<file path="src/rtl/adam_aes_stream_adapter.sv">
// Stream adapter for the ADAM AES core: packs 32-bit input words into 128-bit blocks, launches
// the core, and streams each 128-bit result back out as four words.
module adam_aes_stream_adapter #(
    parameter int unsigned TIMEOUT_CYCLES = 255
) (
    input  logic         clk,
    input  logic         reset_n,
    input  logic         soft_clr,
    input  logic [255:0] cfg_key,
    input  logic         cfg_keylen,
    input  logic         cfg_encdec,
    input  logic         s_valid,
    output logic         s_ready,
    input  logic [31:0]  s_data,
    output logic         m_valid,
    input  logic         m_ready,
    output logic [31:0]  m_data,
    output logic         m_last,
    output logic         aes_start,
    input  logic         aes_ready,
    input  logic         aes_result_valid,
    output logic [127:0] aes_block,
    input  logic [127:0] aes_result,
    output logic [255:0] aes_key,
    output logic         aes_keylen,
    output logic         aes_encdec,
    output logic         busy,
    output logic         err,
    output logic [15:0]  blk_count
);

    typedef enum logic [1:0] {StIdle, StStart, StWait, StFlush} state_e;

    state_e           state_q, state_d;
    logic [15:0]      timer_q, timer_d;
    logic             timer_done;

    logic [3:0][31:0] in_buf_q;
    logic [1:0]       in_cnt_q;
    logic             in_full_q;
    logic [3:0][31:0] out_buf_q;
    logic [1:0]       out_cnt_q;
    logic             out_full_q;
    logic             err_q;
    logic [15:0]      blk_count_q;

    logic             s_fire, m_fire;
    logic             launch, capture, timeout_err;

    assign s_fire     = s_valid && s_ready;
    assign m_fire     = m_valid && m_ready;
    assign timer_done = ({1'b0, timer_q} + 17'd1) == 17'(TIMEOUT_CYCLES);

    // State register
    always_ff @(posedge clk or negedge reset_n) begin
        if (!reset_n) begin
            state_q <= StIdle;
            timer_q <= '0;
        end else begin
            state_q <= state_d;
            timer_q <= timer_d;
        end
    end

    // Next-state logic
    always_comb begin
        state_d = state_q;
        unique case (state_q)
            StIdle:  if (launch) state_d = StStart;
            StStart: state_d = soft_clr ? StFlush : StWait;
            StWait: begin
                // A result arriving with soft_clr needs no flush; nothing else is outstanding.
                if (soft_clr) state_d = aes_result_valid ? StIdle : StFlush;
                else if (aes_result_valid || timer_done) state_d = StIdle;
            end
            StFlush: if (aes_result_valid || timer_done) state_d = StIdle;
            default: state_d = StIdle;
        endcase

        // The timer restarts on every state change, so FLUSH gets a full window of its own.
        if ((state_q == StWait || state_q == StFlush) && state_d == state_q) begin
            timer_d = timer_q + 16'd1;
        end else begin
            timer_d = '0;
        end
    end

    // FSM outputs
    always_comb begin
        launch      = (state_q == StIdle) && in_full_q && aes_ready && !out_full_q && !soft_clr;
        capture     = (state_q == StWait) && aes_result_valid && !soft_clr;
        timeout_err = (state_q == StWait) && !aes_result_valid && timer_done && !soft_clr;
        aes_start   = (state_q == StStart);
    end

    // Input assembly; word 0 lands in the top 32 bits
    always_ff @(posedge clk or negedge reset_n) begin
        if (!reset_n) begin
            in_buf_q  <= '0;
            in_cnt_q  <= '0;
            in_full_q <= 1'b0;
        end else if (soft_clr) begin
            in_cnt_q  <= '0;
            in_full_q <= 1'b0;
        end else begin
            if (s_fire) begin
                in_buf_q[2'd3 - in_cnt_q] <= s_data;
                in_cnt_q                  <= in_cnt_q + 2'd1;
                if (in_cnt_q == 2'd3) in_full_q <= 1'b1;
            end
            if (launch) in_full_q <= 1'b0;
        end
    end

    // Core-facing registers are only updated at launch
    always_ff @(posedge clk or negedge reset_n) begin
        if (!reset_n) begin
            aes_block  <= '0;
            aes_key    <= '0;
            aes_keylen <= 1'b0;
            aes_encdec <= 1'b0;
        end else if (launch) begin
            aes_block  <= in_buf_q;
            aes_key    <= cfg_key;
            aes_keylen <= cfg_keylen;
            aes_encdec <= cfg_encdec;
        end
    end

    // Output buffer and error flag
    always_ff @(posedge clk or negedge reset_n) begin
        if (!reset_n) begin
            out_buf_q  <= '0;
            out_cnt_q  <= '0;
            out_full_q <= 1'b0;
            err_q      <= 1'b0;
        end else if (soft_clr) begin
            out_cnt_q  <= '0;
            out_full_q <= 1'b0;
            err_q      <= 1'b0;
        end else begin
            if (capture) begin
                out_buf_q  <= aes_result;
                out_cnt_q  <= '0;
                out_full_q <= 1'b1;
            end else if (m_fire) begin
                out_cnt_q <= out_cnt_q + 2'd1;
                if (out_cnt_q == 2'd3) out_full_q <= 1'b0;
            end
            if (timeout_err) err_q <= 1'b1;
        end
    end

    always_ff @(posedge clk or negedge reset_n) begin
        if (!reset_n) begin
            blk_count_q <= '0;
        end else if (capture) begin
            blk_count_q <= blk_count_q + 16'd1;
        end
    end

    assign s_ready   = !in_full_q;
    assign m_valid   = out_full_q;
    assign m_data    = out_buf_q[2'd3 - out_cnt_q];
    assign m_last    = (out_cnt_q == 2'd3);
    assign err       = err_q;
    assign blk_count = blk_count_q;
    assign busy      = (state_q != StIdle) || (in_cnt_q != 2'd0) || in_full_q || out_full_q;

endmodule

</file>
<file path="config.mk">
export PLATFORM = sky130hd
export DESIGN_NAME = adam_aes_stream_adapter
export DESIGN_NICKNAME = d
export VERILOG_FILES = /design/src/rtl/adam_aes_stream_adapter.sv
export SDC_FILE = /design/constraint.sdc
export NUM_CORES = 1
export LEC_CHECK = 0
export BUFFER_PORTS_ARGS = -buffer_cell sky130_fd_sc_hd__clkbuf_2
export CORE_AREA = 2 2 336 338
export DETAILED_ROUTE_END_ITERATION = 10
export DIE_AREA = 0 0 338 340
export PLACE_DENSITY = 0.52
export SLEW_MARGIN = 40
export SYNTH_ARGS = -nofsm -noshare
export SYNTH_HDL_FRONTEND = slang
export SYNTH_SLANG_ARGS = --single-unit
export TNS_END_PERCENT = 30
</file>
<file path="constraint.sdc">
create_clock -name clk -period 3.3 [get_ports clk]
set_input_delay 0.165 -clock clk [delete_from_list [all_inputs] [get_ports clk]]
set_output_delay 0.165 -clock clk [all_outputs]
set_load 0.005 [all_outputs]
</file>
==> results.toml <==
[outcome]
status = "completed"

[logic_synthesis]
synth_top_family_by_area = "multiplexers"
synthMuxAreaShare_pct = 30.1
yosysSeqAreaShare_pct = 64.3
avgSynthCellArea_sq_um = 16.6
syn_area_sq_um = 26600
synth-seq-cells = 683
synth_compound_area_share_pct = 0.541
synth-warning-count = 0
yosys.area_share.xor_xnor_pct = 1.12
synthDistinctLibCells = 41
post_synth_and_or_nand_nor_area_fraction_pct = 1.90
syn_inst = 1606
synth_fa_ha_area_share_pct = 0.377
syn-num-nets = 2039

[flow_run]
maxCapViolations = 0

[placed_design]
gp_congestion = 0.775
pre_cts_ws_ps = 955
port_buffers = 864
dp_cells = 3929
hpwlAfterDp_um = 60300

[timing]
slew_headroom_pct = 48.2
fmax_ghz = 0.375
finalClockSkew_ps = 22.3
final.setup.tns_ps = 0
tightest_slew_ps = 777
min_period_ps = 2670
final.period_utilization_pct = 80.9
finalHoldViolCount = 0
rsz0062_at_grt = "no"
layout_setup_ws_ps = 632
maxSlewViolCount = 0
setup_viol = 0

[final_layout]
stdcell_count = 4507
antenna_cells = 0
drive_above_1_share_pct = 57.7
fin_nets = 3371
area_growth_syn_to_layout_pct = 50.7

[critical_path]
rrSetupSlack_ps = 960
criticalPathCategory = "flop to primary output"
cp.buffers_inverters = 2
cp.arrival_ps = 2500
path_delay_family = "flip-flops"
cp_cell_sequence = "buf_4 > mux4_2 > clkbuf_2"
r2r_cells = 5
worstSetupStartpointType = "flop"
rr_endpoint = "aes_key[139]$_DFFE_PN0P_"
cp_data_required_time_ps = 3130
cp_slowest_cell = "dfrtp_2"
critPathMaxFanout = 18
r2r_start = "state_q[0]$_DFF_PN0_"
cpPeakStageDelay_ps = 830
crit_path_end_kind = "primary output"

[clock_tree]
root_buffer = "clkbuf_16"
cts_tree = "done"
cts.path.max_buffers = 3
cts_made_buffers = 82
clk_pin_slew_ps = 60
cts.sinks = 683
clk_latency_ps = 650
cts-htree-levels = 3
ctsResizeCount = 0

[hold_path]
holdPathEnd = "in_cnt_q[0]$_DFFE_PN0P_"
hold_start = "s_valid"
min_delay_path_depth = 4
holdCritPathClass = "input port to flop"

[power]
p_total_mw = 25.0
netSwitchingFraction_pct = 25.9
ir_drop_mv = 0.376
power_frac_comb_pct = 17.2
power_frac_clock_pct = 38.2
switching_power_mw = 6.46
powerDensity_nw_per_um2 = 623
seqPwrFrac_pct = 44.7
p_leak_nw = 20.4
power.internal_mw = 18.5

[drt]
drc = 0
post_drt_wl_per_cell_um = 18.5
ant_nets = 0
drt_wl_total_um = 83500
drt-initial-drc-count = 564
drtPass1Iterations = 4
vias = 18400
viasPerCell = 4.08

[global_route]
grt_overflow = 0
grt_pass1_wl_um = 126000
antenna_found_initial = 6
grt_pass1_vias = 20100
track_usage_pct = 14.3
grt_max_degree = 106

[floorplan]
fp.dieH_um = 340
dieArea_sq_um = 115000
fp.dieW_um = 338
core_area_sq_um = 112000
num_io_pins = 865
initial_utilization_pct = 23.8
rows = 123
[layer usage]
metal / global-route usage, % / vias up / routed length [um]
li1: - / 8432 / -
met1: 17.6 / 9294 / 34900
met2: 23.8 / 529 / 40300
met3: 4.61 / 139 / 6160
met4: 4.58 / 6 / 2140
met5: 0 / - / 40
[sequential cells by signal, indices dropped and copies added, names as in the netlist, 2 cells and up]
name,flops
out_cnt_q,2
in_cnt_q,2
out_buf_q,128
state_q,2
blk_count,16
timer_q,16
aes_key,256
in_buf_q,128
aes_block,128
[cells by family (layout without fill, tap and decap cells)]
| group | count (synthesis) | in the layout |
|---|---|---|
| adder cells (fa/ha/maj) | 8 | 8 |
| flip-flops | 683 | 683 |
| AO/OA/AOI/OAI | 21 | 21 |
| XOR/XNOR | 34 | 34 |
| AND/OR/NAND/NOR | 89 | 89 |
| buffers and inverters | 93 | 1494 |
| multiplexers | 678 | 678 |
[per-stage QoR]
stage / hold WS, ps / util (%) / cell area (sq um)
after floorplan: -131 / - / 26600
after global placement: 283 / 29.5 / 32900
after detailed placement: 283 / 29.5 / 32900
after CTS: 19.5 / 35.9 / 40000
after global routing: 92.7 / 35.9 / 40100
final: 74.8 / 35.9 / 40100
[what timing repair did]
action | 4_1_cts | 5_1_grt
hold buffers | 423 | 1
setup endpoints to repair | 0 | 0
hold endpoints to repair | 580 | 3
setup buffers | 0 | 0
[cell type report]
class | instances | area [sq um]
sequential | 683 | 17100
inverter | 7 | 26.3
clock buffer | 110 | 2350
multi-input combinational | 830 | 9050
timing repair buffer | 1334 | 9130
clock inverter | 43 | 536
fill | 10800 | 71500
tap | 1500 | 1880
[worst min-delay path, delay by kind of cell]
family                    cells  cell delay [ps]
buffers and inverters         1               90
and+or+nand+nor               2              240
xor gates and xnor gates      1              170
[worst max path at each step]
stage	depth (start not counted)	end	slack (ps)	from
CTS	3	m_data[3]	490	out_cnt_q[0]$_DFFE_PN0P_
floorplan	7	timer_q[0]$_DFF_PN0_	1420	timer_q[0]$_DFF_PN0_
finish	3	m_data[3]	630	out_cnt_q[0]$_DFFE_PN0P_
detailed placement	7	timer_q[7]$_DFF_PN0_	960	timer_q[0]$_DFF_PN0_
global placement	7	timer_q[3]$_DFF_PN0_	920	timer_q[0]$_DFF_PN0_
global route	3	m_data[31]	440	out_cnt_q[0]$_DFFE_PN0P_
[cell usage in the layout, fill, tap and decap left out, types with 3 or more instances in the layout]
cell type      count
and3_1             3
clkinv_8           3
nand4_1           10
a211oi_1           7
nor3_1             6
a21oi_1            5
clkbuf_8          17
nand2_1           12
xor2_1            14
clkinv_2          21
xnor2_1           20
mux2_1             8
bufinv_16          8
mux4_2            32
dlygate4sd3_1    424
inv_1              6
buf_4             30
and3_2             4
dfrtp_1          681
nor4_1             4
clkbuf_1          10
nor2_1            23
a31oi_1            3
buf_12            15
ha_1               8
clkbuf_16         83
clkinvlp_4         3
clkbuf_2         863
nand3_1            8
mux2_2           635
nor2b_1            5
[power by group through the flow]
| stage | Combinational (mW) | Sequential (mW) | Clock [mW] |
|---|---|---|---|
| 4_1_cts | 4.37 | 11.2 | 9.87 |
| 3_3_place_gp | 3.87 | 11.3 | 0 |
| 5_1_grt | 4.70 | 11.4 | 10.3 |
| 3_5_place_dp | 3.93 | 11.3 | 0 |
| 2_1_floorplan | 2.16 | 10.9 | 0 |
| 6_report | 4.29 | 11.2 | 9.53 |
[Yosys cell counts (all sizes together)]
cell,count,area share (%)
nor4,5,0.14
o21ai,2,0.038
nor3,8,0.19
and3,7,0.16
nand4,12,0.36
nor2b,5,0.12
nand3,8,0.15
ha,8,0.38
a32o,1,0.038
a21oi,5,0.094
and2,2,0.047
nand2,12,0.17
xor2,14,0.46
nand2b,1,0.024
inv,6,0.085
xnor2,20,0.66
nor2,23,0.32
a211oi,7,0.20
and4,2,0.066
a31oi,3,0.071
mux2,643,27
or3,1,0.042
clkinv,1,0.014
a31o,1,0.033
buf,75,1.4
mux4,32,2.7
o311a,1,0.038
mux2i,3,0.13
nor3b,2,0.056
o31a,1,0.033
dfrtp,683,64
clkbuf,11,0.16
and4bb,1,0.047
Note: power is estimated with default switching activity, not from simulation.
